## src/rtl/vx_fpu_pkg.sv

```systemverilog
// Shared FPU types and widths.
// Used by the FPU result gather stage.
package VX_fpu_pkg;

   localparam int XLEN          = 32;
   localparam int FP_FLAGS_BITS = 5;

   typedef struct packed {
      logic nv;
      logic dz;
      logic of;
      logic uf;
      logic nx;
   } fflags_t;

endpackage

```

## src/rtl/vx_fpu_gather.sv

```systemverilog
// Gathers per-batch FPU results into one full-width response.
// The accumulator register is also the output register.
module vx_fpu_gather
   import VX_fpu_pkg::*;
#(
   parameter  int NUM_LANES   = 4,
   parameter  int BATCH_LANES = 1,
   parameter  int TAG_WIDTH   = 1,
   localparam int NUM_BATCHES = NUM_LANES / BATCH_LANES,
   localparam int BATCH_SEL_BITS =
      (NUM_BATCHES > 1) ? $clog2(NUM_BATCHES) : 1
) (
   input  logic                         clk,
   input  logic                         reset,
   input  logic                         valid_in,
   output logic                         ready_in,
   input  logic [BATCH_LANES*XLEN-1:0]  data_in,
   input  logic                         has_fflags_in,
   input  logic [FP_FLAGS_BITS-1:0]     fflags_in,
   input  logic [BATCH_SEL_BITS-1:0]    batch_idx_in,
   input  logic                         batch_last_in,
   input  logic [TAG_WIDTH-1:0]         tag_in,
   output logic                         valid_out,
   input  logic                         ready_out,
   output logic [NUM_LANES*XLEN-1:0]    result,
   output logic                         has_fflags,
   output logic [FP_FLAGS_BITS-1:0]     fflags,
   output logic [TAG_WIDTH-1:0]         tag_out
);

   localparam int BW = BATCH_LANES * XLEN;

   typedef enum logic {
      ST_COLLECT,
      ST_EMIT
   } state_e;

   state_e                      r_state;
   state_e                      w_state_nxt;
   logic [NUM_LANES*XLEN-1:0]   r_result;
   logic                        r_has;
   fflags_t                     r_fflags;
   logic [TAG_WIDTH-1:0]        r_tag;
   logic                        r_started;
   logic [BATCH_SEL_BITS-1:0]   r_prev_idx;
   logic [TAG_WIDTH-1:0]        r_req_tag;
   logic                        w_fire;
   logic                        w_first;

   assign w_fire  = valid_in && ready_in;
   // A beat accepted in EMIT always coincides with the output handshake.
   assign w_first = (r_state == ST_EMIT) || !r_started;

   always_ff @(posedge clk) begin
      if (reset) begin
         r_state <= ST_COLLECT;
      end else begin
         r_state <= w_state_nxt;
      end
   end

   always_comb begin
      w_state_nxt = r_state;
      unique case (r_state)
         ST_COLLECT: begin
            if (w_fire && batch_last_in) begin
               w_state_nxt = ST_EMIT;
            end
         end
         ST_EMIT: begin
            if (ready_out) begin
               w_state_nxt = (w_fire && batch_last_in)
                           ? ST_EMIT : ST_COLLECT;
            end
         end
      endcase
   end

   always_comb begin
      valid_out = (r_state == ST_EMIT);
      ready_in  = (r_state == ST_COLLECT) || ready_out;
   end

   always_ff @(posedge clk) begin
      if (reset) begin
         r_result   <= '0;
         r_has      <= 1'b0;
         r_fflags   <= '0;
         r_tag      <= '0;
         r_started  <= 1'b0;
         r_prev_idx <= '0;
         r_req_tag  <= '0;
      end else if (w_fire) begin
         for (int b = 0; b < NUM_BATCHES; b++) begin
            if (b == int'(batch_idx_in)) begin
               r_result[b*BW +: BW] <= data_in;
            end else if (w_first) begin
               r_result[b*BW +: BW] <= '0;
            end
         end
         if (w_first) begin
            r_has    <= has_fflags_in;
            r_fflags <= has_fflags_in ? fflags_t'(fflags_in) : '0;
         end else begin
            r_has <= r_has | has_fflags_in;
            if (has_fflags_in) begin
               r_fflags <= fflags_t'(r_fflags | fflags_in);
            end
         end
         if (batch_last_in) begin
            r_tag <= tag_in;
         end
         r_started  <= !batch_last_in;
         r_prev_idx <= batch_idx_in;
         r_req_tag  <= tag_in;
      end
   end

   assign result     = r_result;
   assign has_fflags = r_has;
   assign fflags     = r_fflags;
   assign tag_out    = r_tag;

`ifndef SYNTHESIS
   localparam logic [BATCH_SEL_BITS:0] IDX_LIM =
      (BATCH_SEL_BITS+1)'(NUM_BATCHES);

   always_ff @(posedge clk) begin
      if (!reset && w_fire) begin
         assert ({1'b0, batch_idx_in} < IDX_LIM)
            else $error("batch_idx_in out of range");
         if (!w_first) begin
            assert (batch_idx_in > r_prev_idx)
               else $error("batch_idx_in not increasing");
            assert (tag_in == r_req_tag)
               else $error("tag_in changed within request");
         end
      end
   end
`endif

endmodule

```

## config.mk

```make
export PLATFORM = sky130hd
export DESIGN_NAME = vx_fpu_gather
export DESIGN_NICKNAME = d
export VERILOG_FILES = /design/src/rtl/vx_fpu_pkg.sv /design/src/rtl/vx_fpu_gather.sv
export SDC_FILE = /design/constraint.sdc
export NUM_CORES = 1
export LEC_CHECK = 0
export CAP_MARGIN = 20
export CORE_ASPECT_RATIO = 0.75
export CORE_MARGIN = 1.5
export CORE_UTILIZATION = 46
export CTS_CLUSTER_SIZE = 8
export DETAILED_ROUTE_END_ITERATION = 16
export PLACE_DENSITY = 0.8
export SLEW_MARGIN = 20
export SYNTH_ARGS = -nofsm -noshare
export SYNTH_HDL_FRONTEND = slang
export SYNTH_SLANG_ARGS = --single-unit
```

## constraint.sdc

```tcl
create_clock -name clk -period 1.5 [get_ports clk]
set_clock_uncertainty 0.15 [all_clocks]
set_input_delay 0.3 -clock clk [delete_from_list [all_inputs] [get_ports clk]]
set_output_delay 0.3 -clock clk [all_outputs]
set_load 0.1 [all_outputs]
```

==> results of run 1 <==
-- cells in the mapped netlist, types with 2 or more instances --
library cell  number  share of area
buf_4              6         0.0083
nand3_1            3         0.0028
o32ai_2           35           0.10
nand3_4            2         0.0064
mux2i_1            3         0.0055
buf_2             20          0.018
o21ai_0            8         0.0073
a21oi_1            2         0.0018
dfxtp_1          137           0.50
a22o_1             5         0.0080
buf_6              8          0.017
o211a_4            2         0.0064
o32ai_1           79           0.13
nand2b_1          47          0.054
clkbuf_1          12         0.0083
inv_1            116          0.080
nor2b_1            4         0.0046
nand4_1           12          0.014
o21ai_1            4         0.0037
-- metrics by stage --
stage	area [um2]	hold WS (ns)	utilization
floorplan	5630	0.289	-
CTS	10300	0.141	0.888
global placement	9220	0.329	0.797
detailed placement	9220	0.335	0.797
-- cell families after synthesis --
kind of cell / Yosys count
compound gates: 139
buf+inv: 163
mux: 3
flops: 137
simple gates: 77
-- what timing repair did --
item | in CTS
resized for setup | 58
gates cloned | 6
hold buffers | 0
buffers inserted | 2
setup endpoints to repair | 66
==> run_results.csv, run 1 <==
group,metric,value,unit
status,status,"did not finish",
status,failing_step,"5_1_grt",
status,first-error,"[ERROR DPL-0033] detailed placement checks failed during check placement.",
logic_synthesis,async_reset_ff_frac,0,
floorplanning,die_w,129,um
placement,dp_slack,-0.537,ns
logic_synthesis,synth-xor-area-share,0,
logic_synthesis,synth_cell_types,33,
placement,dp_hpwl,12900,um
logic_synthesis,ys_ff_latch,137,
sta,postGrtWorstEndpoint,"ready_in",
logic_synthesis,synth_cells,519,
logic_synthesis,yosysSeqAreaShare,0.503,
global_routing,grt_antenna_before_repair,0,
placement,gp_congestion,0.798,
clock_tree,clock-sinks,137,
logic_synthesis,synth_top_family_by_area,"compound AO/OA/AOI/OAI gates",
logic_synthesis,synthMuxAreaShare,0.00551,
floorplanning,ios,183,
logic_synthesis,synth_adder_area_share,0,
clock_tree,cts-root-buf,"clkbuf_16",
clock_tree,cts_buffers,17,
floorplanning,rows,34,
sta,worst-ep-kind,"top-level output",
logic_synthesis,yosysWarnings,0,
clock_tree,cts_max_level,4,
clock_tree,clockBufferDepth,2,
logic_synthesis,synth_area,5450,um2
logic_synthesis,synth_enable_flop_cells,0,
floorplanning,initial_core_util,0.471,
logic_synthesis,yosys.area_share.simple,0.0946,
floorplanning,die_height,97.3,um
global_routing,grt_max_degree,47,
logic_synthesis,synth-main-ff-cell,"dfxtp_1",
logic_synthesis,synth_area_per_cell,10.5,um2
logic_synthesis,syn_nets,565,
placement,portBuffers,182,
placement,dp.cells,867,
logic_synthesis,synth_compound_area_frac,0.265,
==> run 2: changes to the inputs <==
- CORE_ASPECT_RATIO: 0.75 -> not set
- CORE_UTILIZATION: 46 -> 40
- CTS_CLUSTER_SIZE: 8 -> not set
- PLACE_DENSITY: 0.8 -> not set
- PLACE_DENSITY_LB_ADDON: not set -> 0.15
==> run_results.csv, run 2 <==
group,metric,value,unit
status,status,"complete, but fails checks",
status,violations,"setup timing",
routing,num_vias,5192,
logic_synthesis,synth_area,5450,um2
logic_synthesis,synth_top_area_cell,"dfxtp_1",
sta,worst_hold_slack,0.0695,ns
routing,dr.pass1.iters,4,
routing,drc,0,
clock_tree,cts_max_level,4,
routing,routed_wl,21900,um
global_routing,grt_antenna_before_repair,0,
logic_synthesis,synthTopCellsByCount,"dfxtp_1 (137), inv_1 (116), o32ai_1 (79), nand2b_1 (47), o32ai_2 (35)",
cells_and_area,antennaDiodeCount,0,
sta,max_freq,589,MHz
power,seqPwrFrac,0.358,
critical_path,cp_max_fo,8,
critical_path,critPathLaunchType,"flop",
power,p_int,7.55,mW
cells_and_area,fin_nets,797,
logic_synthesis,synth_area_per_cell,10.5,um2
cells_and_area,syn_to_final_growth,108,%
cells_and_area,layout-drive-gt1-share,0.596,
logic_synthesis,ys_ff_latch,137,
floorplanning,core_area,13300,um2
power,p_total,10.9,mW
cells_and_area,largest_reg_flops,128,
sta,finalSetupTns,-16.83,ns
critical_path,path_common_cell,"buf_4",
global_routing,grt_use_total,0.282,
power,swShare,0.306,
sta,tightest_slew,0.423,ns
power,p_per_area,961,nW/um2
placement,gp_congestion,0.784,
routing,dr.first_iter.drc_count,307,
critical_path,critPathRequiredTime,1.67,ns
global_routing,overflow,0,
floorplanning,die_w,120,um
placement,dp_hpwl,11900,um
power,leakagePower,3.90,nW
logic_synthesis,synth_enable_flop_cells,0,
placement,portBuffers,182,
routing,viasPerCell,5.54,
clock_tree,cts_buffers,17,
floorplanning,die_area,14300,um2
logic_synthesis,yosysMostFrequentCell,"dfxtp_1",
logic_synthesis,yosysSeqAreaShare,0.503,
global_routing,grt_pass1_wl,31000,um
sta,finalCriticalPeriod,1.70,ns
sta,timing.final.ws_setup,-0.199,ns
floorplanning,die_height,120,um
power,irDropWorstVdd,0.973,mV
logic_synthesis,synth_top_area_share,0.503,
floorplanning,rows,42,
critical_path,crit_slowest_cell,"dfxtp_4",
logic_synthesis,synth_cell_types,33,
logic_synthesis,synth_cells,519,
power,pwr-share-comb,0.242,
clock_tree,clock_latency,0.42,ns
global_routing,grt_max_degree,46,
clock_tree,path_clk_slew,0.06,ns
floorplanning,initial_core_util,0.410,
logic_synthesis,async_reset_ff_frac,0,
cells_and_area,mostFrequentLayoutCells,"buf_12 (152), inv_1 (116), o32ai_2 (80)",
power,power_switching,3.32,mW
logic_synthesis,yosysWarnings,0,
critical_path,slowest_delay,0.35,ns
clock_tree,clock-sinks,137,
sta,period_share,1.13,
cells_and_area,final_common_cell,"buf_12",
flow_run,cap_violations,0,
sta,hold_viol_final,0,
worst_hold_path,hp-class,"in2reg",
logic_synthesis,syn_nets,565,
floorplanning,ios,183,
critical_path,path_class,"reg2reg",
sta,setup_violations,137,
cells_and_area,final_util,0.851,
routing,wire_per_inst,23.4,um
routing,ant_nets,0,
critical_path,arrival,1.87,ns
power,power_frac_clock,0.400,
sta,rsz0062_at_grt,"true",
critical_path,cp_cell_sequence,"buf_4 > nand2b_4 > buf_4 > o211a_4 > o32ai_2",
sta,slew_headroom,0.718,
sta,drv_slew,0,
logic_synthesis,synth_area_leaders,"dfxtp_1 (50%), o32ai_1 (13%), o32ai_2 (10%), inv_1 (8.0%), nand2b_1 (5.4%)",
clock_tree,cts_tree,"built",
logic_synthesis,synth-main-ff-cell,"dfxtp_1",
global_routing,grt_pass1_vias,5597,
clock_tree,postCtsHoldBufs,0,
placement,dp_slack,-0.554,ns
clock_tree,cts-root-buf,"clkbuf_16",
clock_tree,clockBufferDepth,2,
critical_path,cp-end-kind,"flop",
==> run 2: cell counts after synthesis <==
No cell type changed its count.
==> run 2: worst max-delay path, delay by kind of cell, from the launching register on <==
| kind | cells | cell delay [ns] |
|---|---|---|
| buf+inv | 2 | 0.30 |
| flops | 1 | 0.35 |
| simple gates | 1 | 0.20 |
| compound gates | 2 | 0.59 |
==> run 2: per-stage QoR <==
stage          cell area, um2  cells
2_1_floorplan            5630    519
4_1_cts                 10700    930
3_5_place_dp             9290    886
3_3_place_gp             9290    886
5_1_grt                 11300    938
6_report                11300    938
==> run 2: final cells by class <==
class	count	area, um2
clock buffers	17	425
clock inverters	13	180
fillers	561	1980
inverters	116	435
multi-input cells	222	3090
flip-flops and latches	137	2840
well taps	176	220
repair buffers	257	4130
==> run 2: power by group through the flow <==
stage / combinational (mW) / clock, mW / sequential [mW]
CTS: 2.37 / 4.36 / 3.88
finish: 2.63 / 4.35 / 3.89
global placement: 2.08 / 0 / 3.95
global route: 2.70 / 4.55 / 3.90
floorplan: 0.534 / 0 / 4.66
detailed placement: 2.11 / 0 / 3.96
==> run 2: routing by layer <==
metal  track usage  share of wire
met1         0.308           0.37
met3        0.0846          0.061
met4        0.0982          0.036
met2         0.516           0.54
met5             0              0
==> run 2: timing repair <==
action                     4_1_cts  5_1_grt
pin swaps                       11       12
setup endpoints to repair      134      145
gates cloned                     5        7
buffers inserted                 9        1
gates resized for setup        103       58
==> run 2: logic make-up (layout without fill, tap and decap cells) <==
group,count (synthesis),count (layout),share of synthesized area
buffers and inverters,163,403,0.132
AO/OA/AOI/OAI,139,142,0.265
flip-flops,137,137,0.503
AND/OR/NAND/NOR,77,77,0.0946
multiplexers,3,3,0.00551
==> run 2: final timing paths <==
kind         depth (start not counted)      start  slack (ns)          to
max                                  5  valid_out       -0.20  result[58]
min                                  2      reset        0.07   valid_out
max reg2reg                          5  valid_out       -0.20  result[58]
min reg2reg                          2  result[9]        0.36   result[9]
Note: power is estimated with default switching activity, not from simulation.
==> run 3: changes to the inputs <==
- CTS_CLUSTER_SIZE: not set -> 40
- GPL_TIMING_DRIVEN: not set -> 0
==> run_results.csv, run 3 (same netlist as run 2, synthesis figures left out) <==
group,metric,value,unit
clock_tree,clock-sinks,137,
sta,drv_slew,0,
sta,worst_hold_slack,0.295,ns
critical_path,cp.buffers_inverters,4,
routing,num_vias,4846,
clock_tree,clockBufferDepth,2,
floorplanning,die_height,120,um
placement,portBuffers,182,
clock_tree,cts_max_level,4,
global_routing,top_usage_layer,"met2",
sta,setup_violations,2,
floorplanning,core_area,13300,um2
critical_path,critPathRequiredTime,1.05,ns
cells_and_area,syn_to_final_growth,61.5,%
worst_hold_path,hp-start,"batch_idx_in[0]",
global_routing,grt_pass1_wl,26700,um
placement,dp.cells,877,
power,leakagePower,3.26,nW
floorplanning,rows,42,
global_routing,met2_usage,0.413,
status,violations,"setup timing",
critical_path,arrival,1.24,ns
routing,dr.first_iter.drc_count,244,
sta,finalCriticalPeriod,1.69,ns
global_routing,grt_pass1_vias,4879,
global_routing,met1_usage,0.306,
clock_tree,clock_latency,0.41,ns
critical_path,rr_startpoint,"valid_out",
sta,rsz0062_at_grt,"true",
sta,hold_viol_final,0,
cells_and_area,fillers,1039,
sta,tightest_slew,0.689,ns
critical_path,cp_top_family,"buffers and inverters",
critical_path,cp_cell_sequence,"clkdlybuf4s50_1 > nand2b_4 > buf_8 > buf_8 > buf_12",
cells_and_area,postLayoutCellArea,8800,um2
cells_and_area,finalNonFillerCells,918,
clock_tree,postCtsHoldBufs,0,
routing,dr.pass1.iters,4,
power,irDropWorstVdd,0.701,mV
sta,max_freq,593,MHz
global_routing,grt_max_degree,17,
global_routing,grt.met3_usage,0.0566,
floorplanning,initial_core_util,0.410,
placement,gp_congestion,0.830,
cells_and_area,mostFrequentLayoutCells,"buf_6 (127), inv_1 (116), dfxtp_1 (70)",
floorplanning,ios,183,
cells_and_area,largest_reg_flops,128,
global_routing,overflow,0,
floorplanning,die_w,120,um
routing,ant_nets,0,
sta,period_share,1.12,
routing,drc,0,
clock_tree,cts_buffers,17,
clock_tree,cts_tree,"built",
global_routing,grt_use_total,0.246,
critical_path,path_common_cell,"buf_8",
clock_tree,path_clk_slew,0.06,ns
placement,place_area,7670,um2
routing,viasPerCell,5.28,
critical_path,path_class,"in2out",
cells_and_area,fin_nets,775,
critical_path,crit_slowest_cell,"clkdlybuf4s50_1",
placement,dp_hpwl,12000,um
clock_tree,cts-root-buf,"clkbuf_16",
cells_and_area,antennaDiodeCount,0,
floorplanning,die_area,14300,um2
cells_and_area,final_common_cell,"buf_6",
global_routing,grt_antenna_before_repair,0,
critical_path,cp_max_fo,2,
critical_path,cp-end-kind,"output port",
sta,finalSetupTns,-0.342,ns
routing,routed_wl,17500,um
worst_hold_path,hp-class,"in2reg",
routing,wire_per_inst,19.0,um
flow_run,cap_violations,0,
critical_path,slowest_delay,0.45,ns
cells_and_area,layout-drive-gt1-share,0.484,
critical_path,cp-startpoint,"ready_out",
sta,slew_headroom,0.540,
power,p_per_area,1120,nW/um2
critical_path,critPathLaunchType,"primary input",
status,status,"complete, but fails checks",
sta,timing.final.ws_setup,-0.186,ns
power,p_total,9.85,mW
-- run 3: changes by cell type in the layout (fill, tap and decap cells not counted), moves of 8 or more --
cell | before | now
buf_12 | 152 | 4
buf_4 | 41 | 31
buf_6 | 10 | 127
buf_8 | 3 | 14
clkbuf_1 | 0 | 11
dfxtp_1 | 62 | 70
dfxtp_2 | 74 | 66
o32ai_1 | 0 | 48
o32ai_2 | 80 | 65
o32ai_4 | 34 | 1
-- run 3: worst reg2reg max path, cell delays in order (launching register included) --
cell and delay (ns):
dfxtp_4 0.36, nand2b_4 0.18, o211a_4 0.29, buf_6 0.17, o32ai_1 0.21
-- run 3: path summary, 6_finish.rpt --
kind,slack [ns],depth (start not counted),end
worst max register to register,0.05,4,result[80]
worst max-delay path,-0.19,5,ready_in
worst min-delay path,0.29,4,result[78]
worst min register to register,0.32,2,result[38]
-- run 3: repair_timing --
action                                  in CTS  in global routing
endpoints found under the setup margin     273                201
setup buffers                               11                  0
pin swaps                                    2                  3
gates resized for setup                    918                 98
-- run 3: per-layer routing --
layer,vias up,share of wire
met4,0,0.019
met1,2384,0.42
met2,166,0.50
li1,2269,-
met3,27,0.056
met5,-,0
-- run 3: area by class of cell --
cell class / count / area (um2) / area share
Buffer: 45 / 418 / 0.0475
Tap cell: 176 / 220 / 0.0250
Inverter: 116 / 435 / 0.0495
Clock buffer: 24 / 472 / 0.0536
Clock inverter: 8 / 95.1 / 0.0108
Timing Repair Buffer: 193 / 2070 / 0.235
Multi-Input combinational cell: 219 / 2270 / 0.258
Sequential cell: 137 / 2830 / 0.321
-- run 3: stage by stage --
stage | util | setup slack, ns
floorplan | - | -0.0637
global placement | 0.577 | -1.36
detailed placement | 0.577 | -1.37
CTS | 0.630 | -0.286
global route | 0.662 | -0.221
finish | 0.662 | -0.186
-- run 3: power by group --
group	leakage (nW)	internal, mW	total (mW)	switching, mW
Combinational	1.85	0.610	1.97	1.36
Sequential	1.14	3.76	3.84	0.0837
Clock	0.274	2.52	4.04	1.52
==> run 4: changes to the inputs <==
- ABC_CLOCK_PERIOD_IN_PS: not set -> 1500
- SLEW_MARGIN: 20 -> 25
==> results of run 4 <==
The final DEF is identical to that of run 3; final timing and power are the same.
